## src/rtl/alu_pkg.sv

```systemverilog
// alu_pkg: shared ALU op codes, iterative-unit FSM states and helpers
package alu_pkg;
  typedef enum logic [2:0] {
    ALU_ADD = 3'b000,
    ALU_SUB = 3'b001,
    ALU_AND = 3'b010,
    ALU_OR  = 3'b011,
    ALU_SLT = 3'b101,
    ALU_SLL = 3'b110,
    ALU_SRL = 3'b111
  } alu_op_t;
  typedef enum logic [1:0] {IDLE, SHIFT, DONE} alu_iter_state_t;
  localparam logic [2:0] ALU_OP_ILLEGAL = 3'b100;
  function automatic logic is_shift(input logic [2:0] op);
    return op[2] & op[1];
  endfunction
endpackage

```

## src/rtl/alu_basic.sv

```systemverilog
// alu_basic: combinational add/sub/and/or/slt; any other op yields zero
module alu_basic
  import alu_pkg::*;
#(
  parameter int WIDTH = 32
) (
  input  logic [2:0]       op_i,
  input  logic [WIDTH-1:0] a_i,
  input  logic [WIDTH-1:0] b_i,
  output logic [WIDTH-1:0] y_o
);
  // single-cycle result select; shifts and the illegal code fall through to 0
  always_comb begin
    y_o = op_i == ALU_ADD ? a_i + b_i :
          op_i == ALU_SUB ? a_i - b_i :
          op_i == ALU_AND ? a_i & b_i :
          op_i == ALU_OR  ? a_i | b_i :
          op_i == ALU_SLT ? {{(WIDTH-1){1'b0}}, $signed(a_i) < $signed(b_i)} :
          '0;
  end
endmodule

```

## src/rtl/alu_iter.sv

```systemverilog
// alu_iter: registered ALU with one-bit-per-cycle shifter; ALU_ITER_FAST_SHIFT_EN selects a barrel shifter instead
module alu_iter
  import alu_pkg::*;
#(
  parameter int WIDTH = 32
) (
  input  logic             clk_i,
  input  logic             rst_i,
  input  logic             start_i,
  input  logic [2:0]       alucontrol_i,
  input  logic [WIDTH-1:0] srca_i,
  input  logic [WIDTH-1:0] srcb_i,
  output logic             busy_o,
  output logic             done_o,
  output logic [WIDTH-1:0] result_o,
  output logic             zero_o,
  output logic             illegal_o
);
  localparam int SHW = $clog2(WIDTH);
  alu_iter_state_t state_q, state_d;
  logic [WIDTH-1:0] acc_q, acc_d, result_q, result_d, basic_y, fast_y, acc_step;
  logic [SHW-1:0] cnt_q, cnt_d, shamt;
  logic dir_q, dir_d, zero_q, zero_d, ill_q, ill_d, iter_shift, accept;
  assign shamt = srcb_i[SHW-1:0];
  assign accept = state_q == IDLE && start_i;
  alu_basic #(.WIDTH(WIDTH)) u_basic (
    .op_i(alucontrol_i),
    .a_i(srca_i),
    .b_i(srcb_i),
    .y_o(basic_y)
  );
`ifdef ALU_ITER_FAST_SHIFT_EN
  assign iter_shift = 1'b0;
  assign fast_y = alucontrol_i == ALU_SLL ? srca_i << shamt :
                  alucontrol_i == ALU_SRL ? srca_i >> shamt : basic_y;
`else
  assign iter_shift = is_shift(alucontrol_i);
  assign fast_y = basic_y;
`endif
  assign acc_step = dir_q ? acc_q >> 1 : acc_q << 1;
  // state register
  always_ff @(posedge clk_i) begin
    if (rst_i) state_q <= IDLE;
    else state_q <= state_d;
  end
  // next state: zero-length shifts skip SHIFT, the last shift step lands in DONE
  always_comb begin
    state_d = state_q == IDLE  ? (start_i ? ((iter_shift && shamt != '0) ? SHIFT : DONE) : IDLE) :
              state_q == SHIFT ? (cnt_q == SHW'(1) ? DONE : SHIFT) :
              IDLE;
  end
  // outputs decoded from state; illegal only shows during the done pulse
  always_comb begin
    busy_o    = state_q == SHIFT;
    done_o    = state_q == DONE;
    illegal_o = done_o & ill_q;
    result_o  = result_q;
    zero_o    = zero_q;
  end
  // datapath next values: operands latched on accept, accumulator stepped in SHIFT
  always_comb begin
    acc_d    = acc_q;
    cnt_d    = cnt_q;
    dir_d    = dir_q;
    result_d = result_q;
    ill_d    = ill_q;
    if (accept) begin
      acc_d = srca_i;
      cnt_d = shamt;
      dir_d = alucontrol_i[0];
      if (!iter_shift || shamt == '0) begin
        result_d = iter_shift ? srca_i : fast_y;
        ill_d    = alucontrol_i == ALU_OP_ILLEGAL;
      end
    end else if (state_q == SHIFT) begin
      acc_d = acc_step;
      cnt_d = cnt_q - 1'b1;
      if (cnt_q == SHW'(1)) begin
        result_d = acc_step;
        ill_d    = 1'b0;
      end
    end
    zero_d = result_d == '0;
  end
  // datapath registers
  always_ff @(posedge clk_i) begin
    if (rst_i) begin
      acc_q    <= '0;
      cnt_q    <= '0;
      dir_q    <= 1'b0;
      result_q <= '0;
      zero_q   <= 1'b1;
      ill_q    <= 1'b0;
    end else begin
      acc_q    <= acc_d;
      cnt_q    <= cnt_d;
      dir_q    <= dir_d;
      result_q <= result_d;
      zero_q   <= zero_d;
      ill_q    <= ill_d;
    end
  end
endmodule
```

## config.mk

```make
export PLATFORM = sky130hd
export DESIGN_NAME = alu_iter
export DESIGN_NICKNAME = d
export VERILOG_FILES = /design/src/rtl/alu_pkg.sv /design/src/rtl/alu_basic.sv /design/src/rtl/alu_iter.sv
export SDC_FILE = /design/constraint.sdc
export NUM_CORES = 1
export LEC_CHECK = 0
export BUFFER_PORTS_ARGS = -buffer_cell sky130_fd_sc_hd__buf_2
export CAP_MARGIN = 10
export CORE_MARGIN = 2
export CORE_UTILIZATION = 62
export CTS_BUF_LIST = sky130_fd_sc_hd__clkbuf_4 sky130_fd_sc_hd__clkbuf_8
export CTS_CLUSTER_SIZE = 8
export DETAILED_ROUTE_END_ITERATION = 8
export PLACE_DENSITY_LB_ADDON = 0.05
export REMOVE_ABC_BUFFERS = 1
export SETUP_SLACK_MARGIN = 0.5
export SYNTH_ARGS = -nofsm -noshare
export SYNTH_HDL_FRONTEND = slang
export SYNTH_HIERARCHICAL = 1
export SYNTH_SLANG_ARGS = --single-unit
```

## constraint.sdc

```tcl
create_clock -name clk_i -period 5.3 [get_ports clk_i]
set_clock_uncertainty 0.1 [all_clocks]
set_input_delay 0.53 -clock clk_i [delete_from_list [all_inputs] [get_ports clk_i]]
set_output_delay 0.53 -clock clk_i [all_outputs]
set_load 0.05 [all_outputs]
```

==> flow_summary.toml, run 1 <==
[worst_setup_path]
cp-startpoint = "srca_i[0]"
worstPathCellList = "buf_2 > ha_1 > inv_1 > fa_1 > nor2b_4 > o31a_1 > or4_4 > a221oi_4 > a211oi_2 > o32a_4 > a2111oi_4 > or3_1 > a311oi_2 > o2bb2ai_1 > a221oi_1 > nand4_1 > nor3_1 > a31o_1"
cp_slowest_cell = "or4_4"
crit_fanout = 5
r2r_start = "cnt_q[0]$_SDFFE_PP0P_"
path_class = "in2reg"
critPathArrivalTime_ps = 4700
required_ps = 5510
end_kind = "flip-flop"
startpoint_type = "input port"
slowest_delay_ps = 510

[clock_network]
cts_buffers = 9
clockBufferDepth = 2
post_cts_buffers = 0
numClockSinks = 74
clk_latency_ps = 360
cts_resized = 0
cts_hold_buf = 0
cts_tree = "done"
clkTransAtPathRegs_ps = 80
cts_root_buf = "clkbuf_8"
htree_levels = 3

[floorplan]
initial_core_util = 0.6369
io_pins = 106
die-height_um = 123.6
core_area_um2 = 13930
dieArea_um2 = 15290
fp.dieW_um = 123.6
row_count = 43

[drt]
vias = 9914
wire_per_inst_um = 20.42
ant_nets = 0
drt_wl_total_um = 30220
firstDrtPassIters = 8
drcViolationCount = 0
via_per_inst = 6.699
drt-initial-drc-count = 1333

[logic_synthesis]
ys_types = 83
yosys.area_share.simple = 0.2113
synth_top_family_by_area = "compound AO/OA/AOI/OAI gates"
syn_area_per_cell_um2 = 7.117
synth_xor_area_frac = 0.01974
ys_ff_latch = 74
synth-edff-count = 0
synth_ff_type = "dfxtp_1"
synth_compound_area_frac = 0.3254
synthArstFlopShare = 0
syn_area_um2 = 8875
synth_seq_area_share = 0.1669
syn-instance-count = 1247
synthMuxAreaShare = 0.04878
synthAdderAreaFrac = 0.1427
ys_warn_count = 6

[final_layout]
area_growth_pct = 8.600
drive_above_1_share = 0.1323
fillCellCount = 1255
finalNetCount = 1465
final_common_cell = "nor2_1"
layout_common_cells = "205 x nor2_1, 105 x buf_2, 102 x inv_1, 98 x ha_1, 92 x a21oi_1"
antennaDiodeCount = 0

[sta]
period_minus_slack_ps = 4487
finalCritPeriodShare = 0.8466
rsz0062_at_grt = "false"
worst_hold_slack_ps = 370.8
hold_viol = 0
drv_slew = 0
maxSlewHeadroom = 0.3060
setup_viol = 0
tightest_slew_ps = 1037
setup_ws_ps = 812.9
clock.fmax_mhz = 222.9

[power_and_ir_drop]
powerDensity_nw_per_um2 = 202.7
p_leak_nw = 4.223
irDropWorstVdd_mv = 0.1621

[worst_hold_path]
hp-class = "reg2reg"
hp-start = "acc_q[0]$_SDFFE_PP0P_"

[global_route]
antenna_found_initial = 0
grt_pass1_vias = 9044
grt_overflow_total = 0
grt_pass1_wl_um = 46680
grt_max_degree = 75
gr-usage-all-layers = 0.3917

[placed_design]
dp_hpwl_um = 21980
pre_cts_ws_ps = 486.4
gp_congestion = 1.026
io_buffers = 105

[run]
maxCapViolCount = 0

[outcome]
status = "finished clean"
==> flip-flops by register name (all words and copies together) (netlist names) <==
| register | count |
|---|---|
| acc_q | 32 |
| cnt_q | 5 |
| dir_q | 1 |
| ill_q | 1 |
| result_o | 32 |
| state_q | 2 |
| zero_o | 1 |
==> final cells by class <==
class / instances / area [um2] / area share
Clock buffer: 11 / 145.1 / 0.01506
Clock inverter: 5 / 37.54 / 0.003895
Inverter: 103 / 386.6 / 0.04011
Multi-Input combinational cell: 977 / 6648 / 0.6897
Sequential cell: 74 / 1483 / 0.1538
Tap cell: 180 / 225.2 / 0.02337
Timing Repair Buffer: 130 / 713.2 / 0.07400
==> metal layers <==
metal	vias up	GRT usage	part of all wire
li1	4594	-	-
met1	4580	0.5122	0.39
met2	621	0.6223	0.44
met3	119	0.05861	0.11
met4	0	0.2095	0.052
met5	-	0	0
==> report_power, final <==
part,internal (W),switching [W]
logic,0.000319,0.000583
clock network,0.000190,0.000228
registers,0.000595,0.0000398
total,0.00110,0.000850
==> per-stage QoR <==
step / utilization / total power, W / cell area, um2 / std cells / TNS [ps]
after floorplan: - / 0.001234 / 8506 / 1154 / -12170
after global placement: 0.6785 / 0.001508 / 9455 / 1464 / 0
after detailed placement: 0.6785 / 0.001515 / 9455 / 1464 / 0
after CTS: 0.6917 / 0.001931 / 9638 / 1480 / 0
after global routing: 0.6917 / 0.002055 / 9638 / 1480 / 0
final: 0.6917 / 0.001954 / 9638 / 1480 / 0
==> worst paths after layout <==
check,endpoint,slack [ps],depth (start not counted)
max,zero_o$_SDFF_PP1_,810,18
min reg2reg,acc_q[0]$_SDFFE_PP0P_,370,2
min,acc_q[0]$_SDFFE_PP0P_,370,2
max reg2reg,zero_o$_SDFF_PP1_,1810,8
==> logic make-up (layout without fill, tap and decap cells) <==
family / Yosys count / after routing
AOI/OAI and AO/OA: 406 / 406
xor gates and xnor gates: 20 / 20
adders and majority gates: 100 / 100
buffers and inverters: 196 / 249
DFF: 74 / 74
muxes: 42 / 42
and+or+nand+nor: 409 / 409
==> cells in the mapped netlist (all sizes together) (8+ instances only) <==
master / n / area, um2
xnor2: 17 / 148.9
o2bb2ai: 11 / 96.34
buf: 17 / 83.83
nand4: 18 / 112.6
nor3: 26 / 146.4
clkbuf: 76 / 285.3
mux2i: 41 / 410.4
nand2b: 10 / 62.56
o31ai: 18 / 135.1
a211oi: 41 / 312.8
o21a: 10 / 82.57
nand3: 11 / 55.05
inv: 102 / 382.9
a21o: 9 / 67.56
a221oi: 48 / 450.4
ha: 98 / 1226
a21oi: 92 / 460.4
nand2: 72 / 270.3
nor3b: 8 / 60.06
nor2: 206 / 773.2
nor4: 8 / 50.05
a2bb2oi: 14 / 122.6
nor2b: 12 / 82.58
and3: 12 / 75.07
o21ai: 79 / 395.4
dfxtp: 74 / 1481
==> worst max-delay path: cells and delay by family <==
family / cells / cell delay (ps)
buf+inv: 2 / 210
simple gates: 5 / 1090
fa+ha+maj: 2 / 480
compound gates: 9 / 2360
(Power assumes the default switching activity.)
==> run 2: changes to the inputs <==
--- a/config.mk
+++ b/config.mk
@@ -8,7 +8,7 @@
 export BUFFER_PORTS_ARGS = -buffer_cell sky130_fd_sc_hd__buf_2
 export CAP_MARGIN = 10
 export CORE_MARGIN = 2
-export CORE_UTILIZATION = 62
+export CORE_UTILIZATION = 56
 export CTS_BUF_LIST = sky130_fd_sc_hd__clkbuf_4 sky130_fd_sc_hd__clkbuf_8
 export CTS_CLUSTER_SIZE = 8
 export DETAILED_ROUTE_END_ITERATION = 8
==> constraint.sdc (replaced) <==
create_clock -name clk_i -period 3.96 [get_ports clk_i]
set_clock_uncertainty 0.1 [all_clocks]
set_input_delay 0.396 -clock clk_i [delete_from_list [all_inputs] [get_ports clk_i]]
set_output_delay 0.396 -clock clk_i [all_outputs]
set_load 0.05 [all_outputs]
==> flow_summary.toml, run 2 (same netlist as run 1, synthesis figures left out) <==
[outcome]
status = "finished clean"

[sta]
maxSlewHeadroom = 0.2432
hold_viol = 0
finalCritPeriodShare = 0.9957
tightest_slew_ps = 1135
period_minus_slack_ps = 3943
clock.fmax_mhz = 253.6
setup_viol = 0
drv_slew = 0
rsz0062_at_grt = "true"

[worst_setup_path]
cp.depth = 20
regToRegSetupSlack_ps = 690
path_class = "in2reg"
reg2reg_depth = 11
end_kind = "flip-flop"
critPathArrivalTime_ps = 4150
worstPathCellList = "buf_8 > ha_4 > inv_4 > fa_2 > nor2b_4 > o31a_1 > or4_4 > a221oi_4 > buf_6 > a211oi_4 > o32a_4 > buf_4 > a22oi_2 > nand2b_1 > o2111ai_1 > o21ai_1 > a2bb2oi_2 > nand4_1 > nor3_2 > a31o_1"
startpoint_type = "input port"
cp_slowest_cell = "or4_4"
required_ps = 4170
crit-reg2reg-capture = "zero_o$_SDFF_PP1_"
crit_family = "compound AO/OA/AOI/OAI gates"
slowest_delay_ps = 500
crit_fanout = 3
r2r_start = "cnt_q[1]$_SDFFE_PP0P_"
crit_buf_inv = 4

[clock_network]
clk_latency_ps = 360
cts_tree = "done"
clockBufferDepth = 2
clkTransAtPathRegs_ps = 90
cts_hold_buf = 0
cts_buffers = 9
numClockSinks = 74
htree_levels = 3
cts_root_buf = "clkbuf_8"

[floorplan]
io_pins = 106
core_area_um2 = 15710
fp.dieW_um = 129.9
row_count = 46
die-height_um = 129.9
initial_core_util = 0.5648
dieArea_um2 = 16870

[drt]
drcViolationCount = 0
drt_wl_total_um = 34080
drt-initial-drc-count = 1407
vias = 10940
ant_nets = 0
firstDrtPassIters = 6
wire_per_inst_um = 19.97
via_per_inst = 6.406

[final_layout]
area_growth_pct = 34.95
final_common_cell = "buf_4"
fillCellCount = 1267
antennaDiodeCount = 0
regArea_um2 = 1483
final_core_util = 0.7622
finalNetCount = 1656
stdcell_count = 1707
multi_input_area_um2 = 7346
layout_common_cells = "208 x buf_4, 204 x nor2_1, 98 x buf_2, 91 x inv_1"
drive_above_1_share = 0.3139

[placed_design]
dp_hpwl_um = 24260
gp_congestion = 1.002
io_buffers = 105
placed_cells = 1680

[power_and_ir_drop]
powerDensity_nw_per_um2 = 262.2
p_leak_nw = 5.293
irDropWorstVdd_mv = 0.1977

[worst_hold_path]
hp-start = "srcb_i[2]"
hold_path_depth = 3
hp-class = "in2reg"
holdPathEnd = "cnt_q[2]$_SDFFE_PP0P_"

[global_route]
gr-usage-all-layers = 0.3824
antenna_found_initial = 1
grt_overflow_total = 0
grt_pass1_vias = 9835
grt_pass1_wl_um = 50820
grt_max_degree = 59

[run]
maxCapViolCount = 0
[run 2: how the worst max path moves through the flow]
stage / from / endpoint / slack [ps]
2_1_floorplan: start_i / acc_q[10]$_SDFFE_PP0P_ / -1570
3_3_place_gp: srca_i[6] / zero_o$_SDFF_PP1_ / -610
3_5_place_dp: srca_i[0] / zero_o$_SDFF_PP1_ / -630
4_1_cts: srca_i[0] / zero_o$_SDFF_PP1_ / 90
5_1_grt: srca_i[0] / zero_o$_SDFF_PP1_ / -70
6_report: srca_i[0] / zero_o$_SDFF_PP1_ / 20
[run 2: per-layer routing]
metal / part of all wire / vias to the layer above / GRT usage
met5: 0.00047 / - / 0
met4: 0.051 / 2 / 0.1866
met3: 0.11 / 154 / 0.07421
met2: 0.46 / 696 / 0.6193
met1: 0.38 / 5082 / 0.4884
li1: - / 5001 / -
[run 2: final cells by class]
type,instances,share of cell area
multi-input cells,977,0.6134
repair buffers,321,0.1868
flip-flops and latches,74,0.1238
inverters,103,0.03374
well taps,216,0.02257
clock buffers,11,0.01264
clock inverters,5,0.007104
[run 2: power breakdown]
group	leakage [nW]	switching (W)	total [W]	internal (W)
Combinational	4.57	0.000912	0.00158	0.000665
Sequential	0.607	0.0000579	0.000854	0.000796
Clock	0.116	0.000317	0.000709	0.000393
[run 2: what timing repair did]
item	CTS	global route
resized for setup	56	117
pin swaps	38	54
buffers inserted	5	6
setup endpoints to repair	20	19
hold endpoints to repair	0	0
[run 2: worst min-delay path: stages]
cell,delay [ps]
buf_6,90
a222oi_1,80
nor2_1,80
[run 2: per-stage QoR]
step           setup WS (ps)  total power [W]  hold WS [ps]  setup TNS, ps  instance area [um2]
2_1_floorplan          -1565         0.001651         329.6         -58960                 8506
3_3_place_gp          -609.1         0.002221         341.7          -2044                10860
3_5_place_dp          -631.1         0.002231         346.3          -2166                10860
4_1_cts                93.15         0.002985         251.9              0                11380
5_1_grt               -69.61         0.003283         245.7         -69.61                11980
6_report               16.89         0.003140         222.4              0                11980
==> run 3: changes to the inputs <==
--- a/config.mk
+++ b/config.mk
@@ -12,7 +12,7 @@
 export CTS_BUF_LIST = sky130_fd_sc_hd__clkbuf_4 sky130_fd_sc_hd__clkbuf_8
 export CTS_CLUSTER_SIZE = 8
 export DETAILED_ROUTE_END_ITERATION = 8
-export PLACE_DENSITY_LB_ADDON = 0.05
+export PLACE_DENSITY = 0.8
 export REMOVE_ABC_BUFFERS = 1
 export SETUP_SLACK_MARGIN = 0.5
 export SYNTH_ARGS = -nofsm -noshare
==> flow_summary.toml, run 3 (same netlist as run 1, synthesis figures left out) <==
[sta]
hold_viol = 0
setup_ws_ps = -21.45
drv_slew = 0
rsz0062_at_grt = "true"
clock.fmax_mhz = 251.2
setup_viol = 1
maxSlewHeadroom = 0.2598
tightest_slew_ps = 1110
setup_tns_ps = -21.45
finalCritPeriodShare = 1.005
worst_hold_slack_ps = 237.9
period_minus_slack_ps = 3981

[global_route]
grt_pass1_wl_um = 51480
grt_pass1_vias = 10070
grt_overflow_total = 0
grt_max_degree = 52
gr-usage-all-layers = 0.3860
antenna_found_initial = 0

[final_layout]
drive_above_1_share = 0.3130
regArea_um2 = 1483
antennaDiodeCount = 0
fillCellCount = 1202
final_common_cell = "buf_4"
fin_area_um2 = 11960
stdcell_count = 1724
area_growth_pct = 34.77
finalNetCount = 1673
multi_input_area_um2 = 7192
final_core_util = 0.7612
layout_common_cells = "225 x buf_4, 204 x nor2_1, 96 x buf_2, 93 x inv_1, 85 x ha_1"

[drt]
via_per_inst = 6.480
drt_wl_total_um = 34910
drt-initial-drc-count = 1606
ant_nets = 0
wire_per_inst_um = 20.25
vias = 11170
firstDrtPassIters = 9
drcViolationCount = 2

[placed_design]
io_buffers = 105
placed_cells = 1688
place_area_um2 = 10910
gp_congestion = 1.007
dp_hpwl_um = 24870

[worst_setup_path]
startpoint_type = "input port"
slowest_delay_ps = 500
path_class = "in2reg"
cp-startpoint = "srca_i[0]"
worstPathCellList = "buf_8 > ha_4 > inv_2 > fa_2 > nor2b_4 > o31a_1 > or4_4 > a221oi_4 > buf_6 > a211oi_4 > o32a_4 > buf_6 > a22oi_2 > nand2b_4 > o2111ai_2 > o21ai_1 > a2bb2oi_2 > nand4_1 > nor3_2 > a31o_1"
crit_family = "compound AO/OA/AOI/OAI gates"
crit_fanout = 3
critPathArrivalTime_ps = 4190
crit_buf_inv = 4
end_kind = "flip-flop"
required_ps = 4160
crit_path_frequent_cell = "buf_6"
cp_slowest_cell = "or4_4"
r2r_start = "cnt_q[0]$_SDFFE_PP0P_"

[clock_network]
numClockSinks = 74
clkTransAtPathRegs_ps = 90
clockBufferDepth = 2
cts_tree = "done"
clk_latency_ps = 370
cts_root_buf = "clkbuf_8"
cts_buffers = 9
htree_levels = 3

[run]
maxCapViolCount = 0

[power_and_ir_drop]
switching_power_w = 0.001316
comb_power_share = 0.506
swShare = 0.4173
p_clk_frac = 0.222
p_seq_frac = 0.273
internal_power_w = 0.001838
p_leak_nw = 5.361
powerDensity_nw_per_um2 = 263.8
irDropWorstVdd_mv = 0.1685

[outcome]
status = "finished, violations left"
violations = "design-rule violations, negative setup slack"

[floorplan]
core_area_um2 = 15710
io_pins = 106
die-height_um = 129.9
row_count = 46
initial_core_util = 0.5648
dieArea_um2 = 16870
fp.dieW_um = 129.9

[worst_hold_path]
hp-start = "srcb_i[2]"
hp-class = "in2reg"
-- run 3: worst register-to-register path: stages, from the launching register on --
cell	delay, ps
dfxtp_1	410
ha_1	180
or3b_1	620
or3_1	460
o21a_4	250
a221oi_1	470
nand4_1	270
nor3_2	210
a31o_1	150
-- run 3: path summary, 6_finish.rpt --
path,endpoint,slack (ps),cells past startpoint
hold reg to reg,acc_q[0]$_SDFFE_PP0P_,380,2
hold / removal,cnt_q[2]$_SDFFE_PP0P_,240,3
setup reg to reg,zero_o$_SDFF_PP1_,790,8
setup / recovery,zero_o$_SDFF_PP1_,-20,20
-- run 3: routing by layer --
layer / track usage / routed length, um
met1: 0.4812 / 12720
met3: 0.07421 / 4151
met5: 0 / 0
met4: 0.1917 / 2174
met2: 0.6387 / 15860
-- run 3: metrics by stage --
| step | worst slack [ps] | power, W |
|---|---|---|
| 2_1_floorplan | -1565 | 0.001651 |
| 3_3_place_gp | -468.4 | 0.002220 |
| 3_5_place_dp | -513.1 | 0.002243 |
| 4_1_cts | 59.85 | 0.003006 |
| 5_1_grt | -146.9 | 0.003269 |
| 6_report | -21.45 | 0.003155 |
-- run 3: cell type report --
| cell class | instances | share of cell area |
|---|---|---|
| Tap cell | 216 | 0.02260 |
| Sequential cell | 74 | 0.1240 |
| Inverter | 103 | 0.03379 |
| Multi-Input combinational cell | 977 | 0.6013 |
| Clock inverter | 7 | 0.008474 |
| Clock buffer | 9 | 0.01036 |
| Timing Repair Buffer | 338 | 0.1995 |
-- run 3: power by group through the flow --
| stage | logic (W) | registers, W | clock network, W |
|---|---|---|---|
| after floorplan | 0.000727 | 0.000924 | 0 |
| after global placement | 0.00135 | 0.000870 | 0 |
| after detailed placement | 0.00137 | 0.000871 | 0 |
| after CTS | 0.00146 | 0.000854 | 0.000689 |
| after global routing | 0.00169 | 0.000863 | 0.000712 |
| final | 0.00160 | 0.000860 | 0.000699 |
-- run 3: repair_timing --
action,4_1_cts,5_1_grt
endpoints found under the setup margin,18,21
hold buffers,0,0
resized for setup,73,83
buffers inserted,15,5
pin swaps,51,38
endpoints found under the hold margin,0,0
